### src/rtl/led_anim_pkg.sv
// Shared types, default constants and the triangular duty map
// used by the LED breathing sequencer and its bench model.
package led_anim_pkg;

   typedef enum logic {
      ST_IDLE,
      ST_RUN
   } state_t;

   localparam int MAX_DUTY_DEF   = 10;
   localparam int PWM_PERIOD_DEF = 10;
   localparam int PHASE_OFS_DEF  = 2;

   // Triangle 0 -> max_duty -> 0 over positions 0..2*max_duty,
   // shifted right by ch*phase_ofs; zero outside the window.
   function automatic int tri_duty(
      input int pos,
      input int ch,
      input int max_duty  = MAX_DUTY_DEF,
      input int phase_ofs = PHASE_OFS_DEF
   );
      int p;
      int r;
      p = pos - ch * phase_ofs;
      r = 0;
      if (p >= 0 && p <= max_duty)
         r = p;
      else if (p > max_duty && p <= 2 * max_duty)
         r = 2 * max_duty - p;
      return r;
   endfunction

endpackage

### src/rtl/led_breath_sequencer_pwm.sv
// Single PWM channel: free-running frame counter with a shadowed duty.
// Ports: clk, rst, duty_i (requested level), pwm_o (registered drive).
module pwm_channel
   import led_anim_pkg::*;
#(
   parameter int DUTY_W     = 4,
   parameter int PWM_PERIOD = PWM_PERIOD_DEF
) (
   input  logic              clk,
   input  logic              rst,
   input  logic [DUTY_W-1:0] duty_i,
   output logic              pwm_o
);

   localparam int CNT_W = (PWM_PERIOD > 1) ? $clog2(PWM_PERIOD) : 1;
   localparam logic [CNT_W-1:0] CNT_LAST = CNT_W'(PWM_PERIOD - 1);

   logic [CNT_W-1:0]  cnt_q, cnt_d;
   logic [DUTY_W-1:0] shd_q, shd_d;
   logic              pwm_q;
   logic              wrap;

   // Duty only enters the shadow as the frame restarts, so a
   // mid-frame change never produces a runt pulse.
   always_comb begin
      wrap  = (cnt_q == CNT_LAST);
      cnt_d = wrap ? '0 : cnt_q + 1'b1;
      shd_d = wrap ? duty_i : shd_q;
   end

   // Output is computed from the next-state values so that the
   // registered level lines up with the registered count.
   always_ff @(posedge clk) begin
      if (rst) begin
         cnt_q <= '0;
         shd_q <= '0;
         pwm_q <= 1'b0;
      end else begin
         cnt_q <= cnt_d;
         shd_q <= shd_d;
         pwm_q <= (32'(cnt_d) < 32'(shd_d));
      end
   end

   assign pwm_o = pwm_q;

endmodule

### src/rtl/led_breath_sequencer.sv
// Multi-channel LED breathing sequencer: sweep FSM, step timer,
// shared position counter, phase-staggered triangular duty, PWM drive.
// Ports: clk, rst, start, stop, mode_repeat, t_rise, t_fall in;
//        busy, done, duty (packed per channel), pwm_out out.
module led_breath_sequencer
   import led_anim_pkg::*;
#(
   parameter int NUM_CH     = 4,
   parameter int DUTY_W     = 4,
   parameter int MAX_DUTY   = MAX_DUTY_DEF,
   parameter int PHASE_OFS  = PHASE_OFS_DEF,
   parameter int STEP_W     = 6,
   parameter int PWM_PERIOD = PWM_PERIOD_DEF
) (
   input  logic                     clk,
   input  logic                     rst,
   input  logic                     start,
   input  logic                     stop,
   input  logic                     mode_repeat,
   input  logic [STEP_W-1:0]        t_rise,
   input  logic [STEP_W-1:0]        t_fall,
   output logic                     busy,
   output logic                     done,
   output logic [NUM_CH*DUTY_W-1:0] duty,
   output logic [NUM_CH-1:0]        pwm_out
);

   localparam int LAST_POS = 2 * MAX_DUTY + (NUM_CH - 1) * PHASE_OFS;
   localparam int POS_W    = (LAST_POS > 0) ? $clog2(LAST_POS + 1) : 1;
   localparam logic [POS_W-1:0] LAST_P = POS_W'(LAST_POS);
   localparam logic [POS_W-1:0] MAX_P  = POS_W'(MAX_DUTY);

   if (MAX_DUTY >= (1 << DUTY_W) || NUM_CH < 1) begin : g_bad_cfg
      $error("led_breath_sequencer: bad MAX_DUTY/DUTY_W/NUM_CH");
   end

   state_t                  state_q;
   logic [POS_W-1:0]        pos_q;
   logic [STEP_W-1:0]       tmr_q;
   logic [STEP_W-1:0]       rise_q, fall_q;
   logic                    rep_q;
   logic                    busy_q, done_q;
   logic [NUM_CH*DUTY_W-1:0] duty_q;

   logic [STEP_W-1:0] hold_sel;
   logic [STEP_W-1:0] hold_m1;
   logic              expire;

   // A zero hold time behaves like one cycle per step.
   always_comb begin
      hold_sel = (pos_q < MAX_P) ? rise_q : fall_q;
      hold_m1  = (hold_sel == '0) ? '0 : hold_sel - 1'b1;
      expire   = (tmr_q == hold_m1);
   end

   always_ff @(posedge clk) begin
      if (rst) begin
         state_q <= ST_IDLE;
         pos_q   <= '0;
         tmr_q   <= '0;
         rise_q  <= '0;
         fall_q  <= '0;
         rep_q   <= 1'b0;
         busy_q  <= 1'b0;
         done_q  <= 1'b0;
      end else begin
         done_q <= 1'b0;
         unique case (state_q)
            ST_IDLE: begin
               if (start && !stop) begin
                  state_q <= ST_RUN;
                  busy_q  <= 1'b1;
                  rise_q  <= t_rise;
                  fall_q  <= t_fall;
                  rep_q   <= mode_repeat;
                  pos_q   <= '0;
                  tmr_q   <= '0;
               end
            end
            ST_RUN: begin
               if (stop) begin
                  state_q <= ST_IDLE;
                  busy_q  <= 1'b0;
                  pos_q   <= '0;
                  tmr_q   <= '0;
               end else if (expire) begin
                  tmr_q <= '0;
                  if (pos_q == LAST_P) begin
                     done_q <= 1'b1;
                     pos_q  <= '0;
                     if (!rep_q) begin
                        state_q <= ST_IDLE;
                        busy_q  <= 1'b0;
                     end
                  end else begin
                     pos_q <= pos_q + 1'b1;
                  end
               end else begin
                  tmr_q <= tmr_q + 1'b1;
               end
            end
            default: state_q <= ST_IDLE;
         endcase
      end
   end

   // Duty follows the position one cycle later; pos is 0 in IDLE,
   // which maps every channel to 0.
   always_ff @(posedge clk) begin
      if (rst) begin
         duty_q <= '0;
      end else begin
         for (int i = 0; i < NUM_CH; i++)
            duty_q[i*DUTY_W +: DUTY_W] <=
               DUTY_W'(tri_duty(int'(pos_q), i, MAX_DUTY, PHASE_OFS));
      end
   end

   for (genvar g = 0; g < NUM_CH; g++) begin : g_pwm
      pwm_channel #(
         .DUTY_W     (DUTY_W),
         .PWM_PERIOD (PWM_PERIOD)
      ) u_pwm (
         .clk    (clk),
         .rst    (rst),
         .duty_i (duty_q[g*DUTY_W +: DUTY_W]),
         .pwm_o  (pwm_out[g])
      );
   end

   assign busy = busy_q;
   assign done = done_q;
   assign duty = duty_q;

endmodule

### config.mk
export PLATFORM = sky130hd
export DESIGN_NAME = led_breath_sequencer
export DESIGN_NICKNAME = d
export VERILOG_FILES = /design/src/rtl/led_anim_pkg.sv /design/src/rtl/led_breath_sequencer_pwm.sv /design/src/rtl/led_breath_sequencer.sv
export SDC_FILE = /design/constraint.sdc
export NUM_CORES = 1
export LEC_CHECK = 0
export CAP_MARGIN = 20
export CORE_MARGIN = 4
export CORE_UTILIZATION = 45
export DETAILED_ROUTE_END_ITERATION = 16
export SYNTH_ARGS = -nofsm -noshare
export SYNTH_HDL_FRONTEND = slang
export SYNTH_SLANG_ARGS = --single-unit
### constraint.sdc
create_clock -name clk -period 10.3 [get_ports clk]
set_input_delay 2.06 -clock clk [delete_from_list [all_inputs] [get_ports clk]]
set_output_delay 2.06 -clock clk [all_outputs]
set_load 0.01 [all_outputs]
Yosys cells after proc, flatten, opt, wreduce, memory -nomap -nowiden --
Index checks and enable logic that the tools add are counted.
Cells by class: bitwise gates (word level) 2, reductions and logical operators 15, muxes and demuxes 40, order comparisons 21, equal/unequal tests 10, add/subtract/negate cells 14
Operators with widths (count):
- $mux W4 | 16
- $mux W6 | 5
- $mux W5 | 4
- $ge A6 B1 Y1 const B | 3
- $gt A6 B5 Y1 const B | 3
- $le A6 B5 Y1 const B | 3
- $le A6 B6 Y1 const B | 3
- $add A4 B1 Y4 const B | 4
- $eq A4 B4 Y1 const B | 4
- $lt A4 B4 Y1 | 4
- $pmux W6 S2 | 1
- $sub A4 B4 Y4 const A | 3
- $sub A5 B3 Y6 const B | 2
- $mux W1 | 11
- $pmux W5 S2 | 1
- $logic_and A1 B1 Y1 | 9
- $add A6 B1 Y6 const B | 1
- $eq A6 B6 Y1 | 1
- $logic_not A6 Y1 | 1
- $ne A3 B2 Y1 const B | 2
- $sub A5 B2 Y6 const B | 1
- $sub A6 B1 Y6 const B | 1
- $add A5 B1 Y5 const B | 1
- $eq A5 B5 Y1 const B | 1
- other kinds (14) | 17
Storage, ports and cells: input port bits 17, register bits 79, word-level logic and storage cells 123

Depth between registers and ports, before layout --
Gate-level depths: netlist (run 1).
depth in word-level cells 8, mapped depth 17

Modules after synthesis --
A second synthesis (run 1) with hierarchy kept.
Unflattened totals: cells, all modules 535, area, all modules 4475.5 µm²
Modules (own cells, without submodules):
- led_breath_sequencer | times used 1, area an instance 2712.6 µm², cells each 352
- pwm_channel at g_pwm[0].u_pwm ... | times used 3, area an instance 431.7 µm², cells each 46
- pwm_channel at g_pwm[3].u_pwm | times used 1, area an instance 467.9 µm², cells each 45

Worst setup path after synthesis (run 1) --
OpenSTA, ideal clock, no wires.
path kind register -> register, start point register pos_q[2], end point register pos_q[1], cell stages (with the launch flop) 18, setup slack 6.369 ns, clock period less this slack 3.931 ns, data required time 10.173 ns, arrival 3.804 ns, cell sequence dfxtp_1 > clkbuf_1 > inv_1 > ha_1 > nor2b_1 > clkbuf_1 > nor2_2 > mux2i_1 > ha_1 > nor3b_1 > nor3b_1 > mux2i_1 > and3_1 > a221o_2 > a41o_1 > buf_6 > nand3_1 > o31ai_2
On the way: longest elaborated chain between the ends 7, elaborated cells between the ends (all ways) 13, classes of those cells add/sub: 1; order compare: 1; eq/ne: 3; mux: 6; reduce/logical: 2
Ends and longest elaborated chain:
- start, declared | RTL line led_breath_sequencer.sv:38 | logic [POS_W-1:0] pos_q;
- start signal, assigned | RTL line led_breath_sequencer.sv:96 | pos_q <= pos_q + 1'b1;
- $lt A5 B4 Y1 | RTL line led_breath_sequencer.sv:51 | hold_sel = (pos_q < MAX_P) ? rise_q : fall_q;
- $mux W6 | RTL line led_breath_sequencer.sv:51
- $sub A6 B1 Y6 or $logic_not A6 Y1 (tied branches) | RTL line led_breath_sequencer.sv:52 | hold_m1 = (hold_sel == '0) ? '0 : hold_sel - 1'b1;
- $mux W6 | RTL line led_breath_sequencer.sv:52
- $eq A6 B6 Y1 | RTL line led_breath_sequencer.sv:53 | expire = (tmr_q == hold_m1);
- $ne A3 B2 Y1 (no source line)
- $reduce_and A2 Y1 (no source line)
Several ways; a longest one is shown, not always the timed one. The select of a mux whose other input is x is not followed. A chain may end at the register's enable or synchronous reset.

Worst setup path after layout (run 1) --
start point register pos_q[2], end point register pos_q[3]
Same word-level chain as after synthesis.

==> summary.md, run 1 <==
| Metric | Value |
|---|---|
| Kind of critical path | `reg2reg` |
| Initial Utilization | `0.4615` |
| Layout cell share with drive strength beyond 1 | `0.07605` |
| CTS tree | `built` |
| Die area | `11,100 um^2` |
| Worst Path Max Fanout | `15` |
| # rows | `35` |
| FFs w/ async S/R, synth | `0` |
| Total number of H-tree levels | `3` |
| Post-layout minimum cycle time | `about 4.7 ns` |
| # Post-CTS Setup Buffers | `0` |
| Detail Route Antenna Nets | `0` |
| Register area share after synthesis | `0.3709` |
| Cell count after synthesis | `roughly 500` |
| RSZ-0062 raised after global routing | `no` |
| Worst VDD drop | `between 0.05 and 0.06 mV` |
| Via density | `~5.3` |
| Via count | `approximately 3,500` |
| Status | `completed` |
| Gr usage total | `0.1633` |
| Synth Cell Area | `4264 um^2` |
| Post-DP HPWL | `6267 um` |
| Top cell type's share of synthesized area | `0.3709` |
| Synthesized net count | `between 500 and 600` |
| Total leakage power | `1.826 nW` |
| WL per Instance | `around 13 um` |
| Reg clk slew, reported paths | `0.08 ns` |
| Slew at the pin with the worst max-slew slack | `0.8393 ns` |
| Top cells by area, synth | `dfxtp_1 (37%), ha_1 (8.2%), mux2i_1 (5.4%)` |
| Die Height | `around 110 um` |
| Post-CTS resize count | `0` |
| GRT overflow | `0` |
| Drt first pass iters | `5` |
| CP endpoint kind | `flip-flop` |
| Worst skew pair latency | `approximately 0.34 ns` |
| Die W | `~110 um` |
| Final setup vio count | `0` |
| Largest net degree at the start of global routing | `79` |
| Slew margin rel. | `0.4334` |
| Io pins | `39` |
| Unique masters post-synth | `61` |
| Leading area contributor after synthesis | `dfxtp_1` |
| Total wire length | `slightly below 9000 um` |
| Data required, critical path | `roughly 11 ns` |
| Placed cells | `639` |
| Post-synth EDFFs | `0` |
| Final Hold Violating Endpoints | `0` |
| Antenna violations before repair | `0` |
| # hold bufs at CTS | `0` |
| Layout Nets | `566` |
| DRT iter0 DRCs | `163` |
| Fillers | `867` |
| # diodes | `0` |
| Max_cap viols | `0` |
| Synth-to-Final Area Change | `14.03%` |
| Worst Setup Start Kind | `flip-flop` |
| Crit path DAT | `around 5 ns` |
| Syn Area/Cell | `between 8 and 9 um^2` |
| Clock Tree Root | `clkbuf_8` |
| F_max | `0.2112 GHz` |
| Worst Hold Class | `reg2reg` |
| Pins Over Slew Limit | `0` |
| I/O Buffers | `38` |
| Clk_skew | `approximately 0.0086 ns` |
| Power Density | `122.6 nW/um^2` |
| Final core utilization | `0.5262` |
| Final setup margin | `5.565 ns` |
| Non-Filler Instances | `~660` |
| Number of synthesized register bits | `~80` |
| Number of global-route vias before repair | `~3,200` |
| Crit share post-route | `0.4597` |
| RePlAce Congestion | `around 0.83` |
| Yosys warning count | `0` |
| CTS Buf Count | `9` |
| Final setup TNS | `0 ns` |
| CORE AREA | `a little over 9000 um^2` |
| Drc violations | `0` |
| CTS max path bufs | `2` |
| First-pass GRT wire length | `between 15,000 and 20,000 um` |
| Pre-CTS setup slack | `~5.6 ns` |
| CTS sink cnt | `79` |
| Top_reg_cell synth | `dfxtp_1` |
-- final timing paths --
kind / slack (ns) / cells past startpoint / end / startpoint
worst max-delay path: 5.56 / 14 / pos_q[3] / pos_q[2]
worst min-delay path: 0.46 / 2 / rep_q / rep_q
worst max register to register: 5.56 / 14 / pos_q[3] / pos_q[2]
worst min register to register: 0.46 / 2 / rep_q / rep_q
-- sequential cells by signal, indices dropped and copies added, names as in the netlist --
register,flops
rise_q,6
duty,16
g_pwm.u_pwm.cnt_q,16
busy,1
state_q,1
rep_q,1
pos_q,5
g_pwm.u_pwm.shd_q,16
tmr_q,6
g_pwm.u_pwm.pwm_o,4
fall_q,6
done,1
-- critical path, cell delays in order (launching register included) --
cell     delay (ns)
dfxtp_1        0.67
inv_1          0.32
ha_1           0.35
nor2b_1        0.39
nor2_2         0.20
mux2i_1        0.22
ha_1           0.30
nor3b_1        0.34
nor3b_1        0.29
mux2i_1        0.16
and3_1         0.21
a221o_2        0.38
a41o_1         0.43
a211o_1        0.32
o41ai_1        0.05
-- report_power, final --
part	switching (mW)	total [mW]	internal [mW]
sequential	0.00913	0.323	0.314
clock	0.110	0.203	0.0928
combinational	0.0363	0.0703	0.0341
-- synthesized netlist by cell type (all sizes together), types with 5 or more instances --
cell type,number
nor3,12
a31oi,5
a211oi,10
inv,18
ha,28
nor2b,23
nand2b,14
nor2,36
or3,6
xnor2,9
nand3,9
nand2,57
nor3b,12
o21ai,27
mux2i,23
buf,6
a21oi,33
dfxtp,79
xor2,6
mux2,5
clkbuf,20
o31ai,6
a21boi,6
-- final cells by class --
class,count,area [um^2],share of cell area
clock buffers,10,137.6,0.02831
clock inverters,6,36.28,0.007463
inverters,19,71.32,0.01467
multi-input cells,372,2484,0.5108
flip-flops and latches,79,1582,0.3253
well taps,129,161.4,0.03320
repair buffers,40,390.4,0.08029
-- cells in the final DEF, fill, tap and decap left out, drive strengths merged, types with 2 or more instances in the layout --
cell / netlist / layout
nand3: 9 / 9
xnor2: 9 / 9
or4: 2 / 2
nand2b: 14 / 14
a211oi: 10 / 10
mux2: 5 / 5
o22a: 2 / 2
nor3: 12 / 12
nor2: 36 / 36
inv: 18 / 18
nor4: 3 / 3
a31oi: 5 / 5
a21oi: 33 / 33
mux2i: 23 / 23
clkdlybuf4s50: 0 / 37
clkinv: 1 / 6
nand4: 3 / 3
clkbuf: 20 / 10
o311ai: 2 / 2
nor2b: 23 / 23
o31ai: 6 / 6
ha: 28 / 28
xor2: 6 / 6
o21a: 3 / 3
or2: 2 / 2
or3: 6 / 6
nand2: 57 / 57
a21boi: 6 / 6
a21o: 2 / 2
dfxtp: 79 / 79
buf: 6 / 3
nor3b: 12 / 12
o22ai: 2 / 2
and2: 3 / 3
o21ai: 27 / 27
a22o: 4 / 4
-- logic make-up after synthesis --
kind of cell / after synthesis / share of synthesized area
XOR/XNOR: 15 / 0.03081
AO/OA/AOI/OAI: 115 / 0.1790
AND/OR/NAND/NOR: 186 / 0.2233
buffers and inverters: 45 / 0.04665
flip-flops: 79 / 0.3709
multiplexers: 28 / 0.06719
adder cells (fa/ha/maj): 28 / 0.08216
-- metal layers --
metal | global-route usage | share of wire
met5 | 0 | 0
met4 | 0.05436 | 0.011
met3 | 0.03001 | 0.035
met2 | 0.2413 | 0.44
met1 | 0.2382 | 0.51
-- stage by stage --
| step | cell area [um^2] | hold slack (ns) | total power, mW |
|---|---|---|---|
| after floorplan | 4264 | 0.4312 | 0.3825 |
| after global placement | 4688 | 0.4502 | 0.3993 |
| after detailed placement | 4688 | 0.4542 | 0.4008 |
| after CTS | 4862 | 0.4679 | 0.6048 |
| after global routing | 4862 | 0.4957 | 0.6263 |
| final | 4862 | 0.4636 | 0.5962 |
No activity file was read; power rests on OpenSTA's default activity.
==> run 2, diff against run 1 <==
- PLACE_DENSITY: default -> 0.67
- clock period: 10.3 -> 3.8 ns (I/O delays scaled with it)
==> summary.md, run 2 (synthesized netlist as in run 1, its figures left out) <==
| Metric | Value |
|---|---|
| Status | `completed` |
| Via count | `3,481` |
| Largest stage delay on the critical path | `0.38 ns` |
| Slew margin rel. | `0.4561` |
| CTS max path bufs | `2` |
| Max_cap viols | `0` |
| Commonest non-fill, non-tap cell in the layout | `dfxtp_1` |
| CTS sink cnt | `just under 80` |
| Worst Path Max Fanout | `8` |
| Fillers | `roughly 860` |
| Data required, critical path | `between 4 and 5 ns` |
| CTS tree | `built` |
| Seq. cell area | `1582 um^2` |
| Slew at the pin with the worst max-slew slack | `between 0.8 and 0.9 ns` |
| Final setup vio count | `0` |
| Die Height | `105.3 um` |
| Reg clk slew, reported paths | `0.08 ns` |
| RePlAce Congestion | `around 0.85` |
| I/O Buffers | `38` |
| # diodes | `0` |
| Worst skew pair latency | `between 0.3 and 0.4 ns` |
| Layout Nets | `approximately 580` |
| Total leakage power | `roughly 1.9 nW` |
| Clk_skew | `slightly below 0.007 ns` |
| Initial Utilization | `0.4615` |
| Die area | `~11,000 um^2` |
| Commonest non-fill, non-tap cells in the layout | `dfxtp_1 (79), nand2_1 (57), clkdlybuf4s50_1 (37)` |
| Largest net degree at the start of global routing | `45` |
| Post-layout minimum cycle time | `3.437 ns` |
| Total number of H-tree levels | `3` |
| Tot Pwr | `1.727 mW` |
| Layout cell share with drive strength beyond 1 | `0.09551` |
| Worst Setup Start Kind | `flip-flop` |
| Number of global-route vias before repair | `between 3,000 and 4,000` |
| Post-DP HPWL | `between 6000 and 7000 um` |
| Final setup TNS | `0 ns` |
| WL per Instance | `~13 um` |
| Crit path DAT | `3.70 ns` |
| CORE AREA | `slightly above 9000 um^2` |
| Pins Over Slew Limit | `0` |
| CTS Buf Count | `9` |
| Final Hold Violating Endpoints | `0` |
| Drc violations | `0` |
| # rows | `35` |
| Total wire length | `between 8000 and 9000 um` |
| GRT overflow | `0` |
| Area taken by multi-input logic gates | `about 2500 um^2` |
| Io pins | `39` |
| Antenna violations before repair | `0` |
| First-pass GRT wire length | `14,980 um` |
| Drt first pass iters | `4` |
| Crit share post-route | `0.9045` |
| Clock Tree Root | `clkbuf_8` |
| Worst-path cell chain | `inv_1, ha_1, nor2b_1, nor2_4, mux2i_1, ha_1, nor3b_2, nor3b_2, mux2i_1, and3_1, a221o_2, a41o_1, buf_4, a211oi_2` |
| Kind of critical path | `reg2reg` |
| Via density | `5.250` |
| Worst VDD drop | `around 0.18 mV` |
| Worst Hold Class | `reg2reg` |
| DRT iter0 DRCs | `approximately 160` |
| Delay-heaviest family, CP | `simple AND/OR/NAND/NOR gates` |
| # hold bufs at CTS | `0` |
| F_max | `0.2909 GHz` |
| Power Density | `346.4 nW/um^2` |
| CP max-delay cell | `a221o_2` |
| Gr usage total | `0.1605` |
| Die W | `105.3 um` |
| Detail Route Antenna Nets | `0` |
| Synth-to-Final Area Change | `16.93%` |
| Worst path buffer plus inverter count | `2` |
| RSZ-0062 raised after global routing | `no` |
| CP endpoint kind | `flip-flop` |
run 2: cell types whose count changed in the layout (fill, tap and decap cells not counted), moves of 2 or more:
cell	delta
buf_4	+9
nor3b_1	-3
nor3b_2	+3
bufinv_16	+2
clkinv_2	-2
run 2: through the flow:
stage               setup slack (ns)  area, um^2  std cells    util  hold slack (ns)
floorplan                   0.004119        4272        496       -           0.4312
global placement              0.2661        4753        647  0.5144           0.4463
detailed placement            0.1260        4753        647  0.5144           0.4459
CTS                          0.09125        4964        662  0.5372           0.4577
global route                 0.03606        4986        663  0.5396           0.4756
finish                        0.3629        4986        663  0.5396           0.4568
run 2: final timing paths:
kind            start  endpoint  slack, ns  cells past startpoint
max          pos_q[2]      busy       0.36                     14
min             rep_q     rep_q       0.46                      2
max reg2reg  pos_q[2]      busy       0.36                     14
min reg2reg     rep_q     rep_q       0.46                      2
run 2: metal layers:
| layer | vias up | share of wire | global-route usage |
|---|---|---|---|
| met1 | 1603 | 0.50 | 0.2187 |
| met3 | 6 | 0.043 | 0.03184 |
| met5 | - | 0 | 0 |
| met2 | 64 | 0.45 | 0.2591 |
| met4 | 0 | 0.0073 | 0.04217 |
| li1 | 1808 | - | - |
run 2: power breakdown:
group	internal, mW	switching, mW	total (mW)	leakage (nW)
Combinational	0.0967	0.0981	0.195	1.15
Sequential	0.850	0.0253	0.876	0.641
Clock	0.365	0.292	0.657	0.105
Total	1.31	0.415	1.73	1.89
run 2: what timing repair did:
item                                    4_1_cts  5_1_grt
endpoints found under the setup margin        0        9
buffers inserted                              0        1
gates resized for setup                       0        3
endpoints found under the hold margin         0        0
run 2: layout make-up:
cell class                 count  share of cell area
clock buffer                   9             0.02484
inverter                      19             0.01430
timing repair buffer          49             0.09184
tap                          129             0.03237
sequential                    79              0.3172
clock inverter                 6             0.01731
multi-input combinational    372              0.5021
run 2: worst register-to-register path, stage by stage (launching register included):
cell and delay, ns:
dfxtp_1 0.32, inv_1 0.07, ha_1 0.28, nor2b_1 0.12
nor2_4 0.18, mux2i_1 0.21, ha_1 0.27, nor3b_2 0.25
nor3b_2 0.23, mux2i_1 0.13, and3_1 0.19, a221o_2 0.38
a41o_1 0.35, buf_4 0.20, a211oi_2 0.17
